## src/rtl/scale_demux_buf_if.sv

```systemverilog
`default_nettype none
// ============================================================================
//  Module   : scale_demux_buf_if
//  Brief    : Source and dual-consumer handshake bundle for scale_demux_buf.
//  Revision : 1.0
// ============================================================================
interface scale_demux_buf_if #(
    parameter int WIDTH = 8,
    parameter int CNT_W = 8
);
    logic [WIDTH-1:0] in_data;
    logic             in_valid;
    logic             sel;
    logic             in_ready;
    logic [WIDTH-1:0] a_data;
    logic             a_valid;
    logic             a_ready;
    logic [WIDTH-1:0] b_data;
    logic             b_valid;
    logic             b_ready;
    logic [CNT_W-1:0] a_cnt;
    logic [CNT_W-1:0] b_cnt;

    modport master (
        output in_data, in_valid, sel, a_ready, b_ready,
        input  in_ready, a_data, a_valid, b_data, b_valid, a_cnt, b_cnt
    );

    modport slave (
        input  in_data, in_valid, sel, a_ready, b_ready,
        output in_ready, a_data, a_valid, b_data, b_valid, a_cnt, b_cnt
    );
endinterface
`default_nettype wire

```

## src/rtl/scale_demux_buf.sv

```systemverilog
`default_nettype none
// ============================================================================
//  Module   : scale_demux_buf
//  Brief    : Registered 1-to-2 steering with a 2-entry FIFO and word counter
//             per output channel (A = sel 0, B = sel 1).
//  Revision : 1.0
// ============================================================================
module scale_demux_buf #(
    parameter int WIDTH = 8,
    parameter int CNT_W = 8
) (
    input  wire logic         clk,
    input  wire logic         rst,
    scale_demux_buf_if.slave  bus
);
    localparam logic [1:0]       c_EMPTY   = 2'd0;
    localparam logic [1:0]       c_ONE     = 2'd1;
    localparam logic [1:0]       c_TWO     = 2'd2;
    localparam logic [CNT_W-1:0] c_CNT_INC = {{(CNT_W-1){1'b0}}, 1'b1};

    logic                  w_in_ready;
    logic [1:0]            w_push;
    logic [1:0]            w_pop;
    logic [1:0]            w_full;
    logic [1:0]            w_valid;
    logic [1:0]            w_oready;
    logic [1:0][WIDTH-1:0] w_head;
    logic [1:0][CNT_W-1:0] w_cnt;

    // in_ready depends only on sel and registered occupancy, never on a/b_ready.
    assign w_in_ready = ~w_full[bus.sel];
    assign w_push     = {bus.sel, ~bus.sel} & {2{bus.in_valid & w_in_ready}};
    assign w_oready   = {bus.b_ready, bus.a_ready};
    assign w_pop      = w_valid & w_oready;

    generate
        for (genvar g = 0; g < 2; g++) begin : g_chan
            logic [1:0]       r_occ;
            logic [WIDTH-1:0] r_head;
            logic [WIDTH-1:0] r_tail;
            logic [CNT_W-1:0] r_cnt;

            always_ff @(posedge clk or negedge rst) begin
                if (!rst) begin
                    r_occ  <= c_EMPTY;
                    r_head <= '0;
                    r_tail <= '0;
                    r_cnt  <= '0;
                end else begin
                    case (r_occ)
                        c_EMPTY: begin
                            if (w_push[g]) begin
                                r_occ  <= c_ONE;
                                r_head <= bus.in_data;
                            end
                        end
                        c_ONE: begin
                            if (w_push[g] && w_pop[g]) begin
                                r_head <= bus.in_data;
                            end else if (w_push[g]) begin
                                r_occ  <= c_TWO;
                                r_tail <= bus.in_data;
                            end else if (w_pop[g]) begin
                                r_occ  <= c_EMPTY;
                            end
                        end
                        c_TWO: begin
                            // A full channel never sees a push, so only pop matters.
                            if (w_pop[g]) begin
                                r_occ  <= c_ONE;
                                r_head <= r_tail;
                            end
                        end
                        default: r_occ <= c_EMPTY;
                    endcase

                    if (w_push[g]) begin
                        r_cnt <= r_cnt + c_CNT_INC;
                    end
                end
            end

            assign w_valid[g] = (r_occ != c_EMPTY);
            assign w_full[g]  = (r_occ == c_TWO);
            assign w_head[g]  = r_head;
            assign w_cnt[g]   = r_cnt;
        end
    endgenerate

    assign bus.in_ready = w_in_ready;
    assign bus.a_data   = w_head[0];
    assign bus.a_valid  = w_valid[0];
    assign bus.a_cnt    = w_cnt[0];
    assign bus.b_data   = w_head[1];
    assign bus.b_valid  = w_valid[1];
    assign bus.b_cnt    = w_cnt[1];

endmodule
`default_nettype wire

```

## src/flat_wrapper.sv

```systemverilog
// flat-port wrapper written by rule: the top's interface ports become plain ports
module scale_demux_buf_flat 
#(
    parameter int WIDTH = 8,
    parameter int CNT_W = 8
)
  (clk, rst, bus_in_data, bus_in_valid, bus_sel, bus_a_ready, bus_b_ready, bus_in_ready, bus_a_data, bus_a_valid, bus_b_data, bus_b_valid, bus_a_cnt, bus_b_cnt);
  scale_demux_buf_if #(.WIDTH(WIDTH), .CNT_W(CNT_W)) bus_i ();
  input  wire logic clk;
  input  wire logic rst;
  input wire logic [$bits(bus_i.in_data)-1:0] bus_in_data;
  input wire logic [$bits(bus_i.in_valid)-1:0] bus_in_valid;
  input wire logic [$bits(bus_i.sel)-1:0] bus_sel;
  input wire logic [$bits(bus_i.a_ready)-1:0] bus_a_ready;
  input wire logic [$bits(bus_i.b_ready)-1:0] bus_b_ready;
  output wire logic [$bits(bus_i.in_ready)-1:0] bus_in_ready;
  output wire logic [$bits(bus_i.a_data)-1:0] bus_a_data;
  output wire logic [$bits(bus_i.a_valid)-1:0] bus_a_valid;
  output wire logic [$bits(bus_i.b_data)-1:0] bus_b_data;
  output wire logic [$bits(bus_i.b_valid)-1:0] bus_b_valid;
  output wire logic [$bits(bus_i.a_cnt)-1:0] bus_a_cnt;
  output wire logic [$bits(bus_i.b_cnt)-1:0] bus_b_cnt;
  assign bus_i.in_data = bus_in_data;
  assign bus_i.in_valid = bus_in_valid;
  assign bus_i.sel = bus_sel;
  assign bus_i.a_ready = bus_a_ready;
  assign bus_i.b_ready = bus_b_ready;
  assign bus_in_ready = bus_i.in_ready;
  assign bus_a_data = bus_i.a_data;
  assign bus_a_valid = bus_i.a_valid;
  assign bus_b_data = bus_i.b_data;
  assign bus_b_valid = bus_i.b_valid;
  assign bus_a_cnt = bus_i.a_cnt;
  assign bus_b_cnt = bus_i.b_cnt;
  scale_demux_buf #(.WIDTH(WIDTH), .CNT_W(CNT_W)) u_core (.clk(clk), .rst(rst), .bus(bus_i));
endmodule
```

## config.mk

```make
export PLATFORM = sky130hd
export DESIGN_NAME = scale_demux_buf_flat
export DESIGN_NICKNAME = d
export VERILOG_FILES = /design/src/rtl/scale_demux_buf_if.sv /design/src/rtl/scale_demux_buf.sv /design/src/flat_wrapper.sv
export SDC_FILE = /design/constraint.sdc
export NUM_CORES = 1
export LEC_CHECK = 0
export BUFFER_PORTS_ARGS = -buffer_cell sky130_fd_sc_hd__buf_2
export CORE_ASPECT_RATIO = 2
export CORE_MARGIN = 4
export CORE_UTILIZATION = 35
export CTS_CLUSTER_SIZE = 40
export DETAILED_ROUTE_END_ITERATION = 8
export GPL_TIMING_DRIVEN = 1
export HOLD_SLACK_MARGIN = 0.03
export PLACE_DENSITY = 0.54
export SLEW_MARGIN = 10
export SYNTH_ARGS = -nofsm -noshare
export SYNTH_HDL_FRONTEND = slang
export SYNTH_SLANG_ARGS = --single-unit
```

## constraint.sdc

```tcl
create_clock -name clk -period 1.85 [get_ports clk]
set_input_delay 0 -clock clk [delete_from_list [all_inputs] [get_ports clk]]
set_output_delay 0 -clock clk [all_outputs]
set_load 0.01 [all_outputs]
```

==> impl_results.md <==
- Mapped Area: 2340 µm²
- Worst path cell trace: nor2b_1 > buf_4 > mux2i_1 > buf_2
- Fin. Hold Viols: 0
- Critical path's top delay family: flip-flops
- IO buf count: between 40 and 50
- Min-delay worst type: in2reg
- Achievable Freq: 619.7 MHz
- Core area: about 6400 µm²
- Post-synth cell types: 34
- Clk sink count: 52
- WL per Instance: 14.64 µm
- Number of synthesized flops with an enable pin: 0
- CTS tree: built
- R2R setup slack: roughly 0.26 ns
- Drt pass-1 iters: 3
- Clock power share: approximately 29%
- Clk_skew: 0.003861 ns
- Clk slew on worst S/H paths: roughly 0.060 ns
- Worst Tran Pin Value: between 0.6 and 0.7 ns
- Clk buf depth: 2
- Die area: 8137 µm²
- Async S/R FF share, synth: 100.0%
- Worst setup EP type: output port
- Crit share post-route: between 80 and 90%
- DP Area: around 2700 µm²
- Hold_sp: bus_a_ready
- Initial antenna violation count: 0
- Outcome: completed
- Net Count, Synth: 200
- # IOs: 49
- Initial Utilization: 36.49%
- Chip height: ~120 µm
- Setup tns final: 0 ns
- Lkg Pwr: around 1.3 nW
- Fin crit period: around 1.6 ns
- Clk_lat worst skew: about 0.29 ns
- Final ANT Viol Nets: 0
- Max incr delay on CP: 0.53 ns
- Syn Inst Count: 184
- CTS buffer count: 5
- Share of layout cells above drive strength 1: a little over a third
- Most common cell after layout, fill and taps aside: dfrtp_1
- WP data arrival: 1.61 ns
- Flops & latches, synth: 52
- Clock root cell: clkbuf_16
- Post-CTS Setup Bufs: 0
- Rows: just over 40
- Net Sw Power: between 0.001 and 0.0015 W
- Vias: 1580
- WS Path Type: reg2out
- Routed WL: roughly 5000 µm
- Hold EP: u_core.g_chan[0].r_occ[1]
- Syn. warnings: 0
- Pwr Density: 1304 nW/µm²
- Mapped Avg Cell Area: between 10 and 15 µm²
- Number of global-route vias before repair: 1530
- Worst EP required: 1.85 ns
- Flop pwr share: 46.7%
- Crit path max fanout: 10
- Total of max-cap violations: 0
- DP HPWL: ~3700 µm
- First-pass GRT wire length: about 7800 µm
- Reg2reg path depth: 3
- Max Transition Viols Final: 0
- Gr ovfl total: 0
- Max-slew headroom: 59.14%
- Worst-path cell with the longest stage delay: dfrtp_1
- Post-route cell area: a little under 3000 µm²
- Number of DRC markers in iteration 0: 44
- Die W: between 60 and 70 µm
- GRT Total Usage: between 10% and 20%
- P_int: approximately 0.0027 W
- Setup violators final: 0
- Top FF cell, synth: dfrtp_1
- Final GP Congestion: 0.7137
- Largest net degree at the start of global routing: 31
- Buf/Inv on CP: 2
- Nets: 264
- CP startpoint kind: flop
- DRC: 0
- Register area share after synthesis: a little under three fifths
- Htree depth: 2
- P&R area growth vs syn: 27.11%
- Cell depth of the worst min-delay path: 3
- Logic pwr share: 24.6%
- Most frequent cells in the layout: dfrtp_1 (52), buf_2 (48), mux2i_1 (19), mux2_2 (18), nor2_1 (17)
- Switching share of power: ~30%
- Capture point of the worst reg-to-reg path: u_core.g_chan[0].r_tail[5]
- RSZ-0062 raised after global routing: no
- Vias per Instance: roughly 4.7
- RR Startpoint: u_core.g_chan[0].r_occ[0]
- Number of diodes: 0
- Maximum VDD drop: roughly 640 µV
==> synth_stat cells, types with 2 or more instances <==
| library cell | instances | share of area (%) |
|---|---|---|
| buf_4 | 3 | 0.96 |
| inv_1 | 2 | 0.32 |
| mux2i_1 | 19 | 8.1 |
| nand3_1 | 4 | 0.86 |
| o31ai_4 | 2 | 1.8 |
| nand3b_1 | 2 | 0.64 |
| mux2_2 | 18 | 8.7 |
| or2_2 | 2 | 0.53 |
| xor2_1 | 5 | 1.9 |
| nor2_1 | 17 | 2.7 |
| nor3_1 | 2 | 0.43 |
| dfrtp_1 | 52 | 56 |
| xnor2_1 | 10 | 3.7 |
| nor2b_1 | 2 | 0.53 |
| nand4_1 | 7 | 1.9 |
| nand2_1 | 3 | 0.48 |
| ha_1 | 2 | 1.1 |
| a21oi_1 | 16 | 3.4 |
==> tightest hold or removal path: cells and delay by family <==
family                 cells  cell delay [ns]
AOI/OAI and AO/OA          1             0.10
buffers and inverters      2             0.20
==> worst max path at each step <==
stage	end	cells past startpoint	startpoint	slack [ns]
after floorplan	u_core.g_chan[0].r_tail[0]	3	u_core.g_chan[0].r_occ[0]	0.44
after detailed placement	u_core.g_chan[0].r_tail[5]	3	u_core.g_chan[0].r_occ[0]	0.27
after global placement	u_core.g_chan[0].r_tail[2]	3	u_core.g_chan[0].r_occ[0]	0.27
final	bus_in_ready	4	u_core.g_chan[0].r_occ[1]	0.24
after CTS	bus_in_ready	4	u_core.g_chan[0].r_occ[1]	0.21
after global routing	bus_in_ready	4	u_core.g_chan[0].r_occ[1]	0.13
==> cells by family (layout without fill, tap and decap cells) <==
logic type,Yosys count,count (layout),share of synthesized area [%]
compound gates,22,22,6.417
xor+xnor,15,15,5.615
fa+ha+maj,2,2,1.069
buf+inv,7,72,1.978
flops,52,52,55.62
mux,37,37,16.79
simple gates,49,49,12.51
==> per-stage QoR <==
step | util, % | total power [W] | hold WS, ns | worst slack [ns] | cells
floorplan | - | 0.002375 | -0.2956 | 0.4425 | 184
global placement | 41.97 | 0.002760 | 0.02483 | 0.2653 | 317
detailed placement | 41.97 | 0.002798 | 0.02481 | 0.2699 | 317
CTS | 46.38 | 0.003953 | 0.03283 | 0.2066 | 335
global route | 46.38 | 0.004117 | 0.04609 | 0.1344 | 335
finish | 46.38 | 0.003877 | 0.04196 | 0.2363 | 335
==> power by group through the flow <==
stage          clock network [W]  registers (W)  logic, W
2_1_floorplan                  0        0.00187  0.000502
3_3_place_gp                   0        0.00182  0.000943
3_5_place_dp                   0        0.00184  0.000962
4_1_cts                  0.00116        0.00181  0.000979
5_1_grt                  0.00120        0.00186   0.00106
6_report                 0.00111        0.00181  0.000953
==> flip-flops by register name, indices dropped and copies added (netlist names) <==
register	cells
u_core.bus.a_cnt	8
u_core.g_chan.r_occ	4
u_core.bus.b_cnt	8
u_core.bus.a_data	8
u_core.bus.b_data	8
u_core.g_chan.r_tail	16
==> what timing repair did <==
item | 4_1_cts | 5_1_grt
hold buffers | 10 | 0
endpoints found under the hold margin | 39 | 0
resized for setup | 0 | 0
==> layout make-up <==
type | count | area (µm²)
clock buffers | 7 | 152.6
clock inverters | 1 | 30.03
fillers | 619 | 3438
inverters | 2 | 7.507
multi-input cells | 125 | 992.2
flip-flops and latches | 52 | 1301
well taps | 86 | 107.6
repair buffers | 62 | 382.9
==> per-layer routing <==
layer / GRT usage [%] / up-vias / share of wire [%] / wire length (µm)
li1: - / 771 / - / -
met1: 14.69 / 767 / 39 / 1888
met2: 22.63 / 34 / 54 / 2670
met3: 2.978 / 8 / 4.7 / 229
met4: 7.013 / 0 / 2.3 / 115
met5: 0 / - / 0 / 0
(Power assumes the default switching activity.)
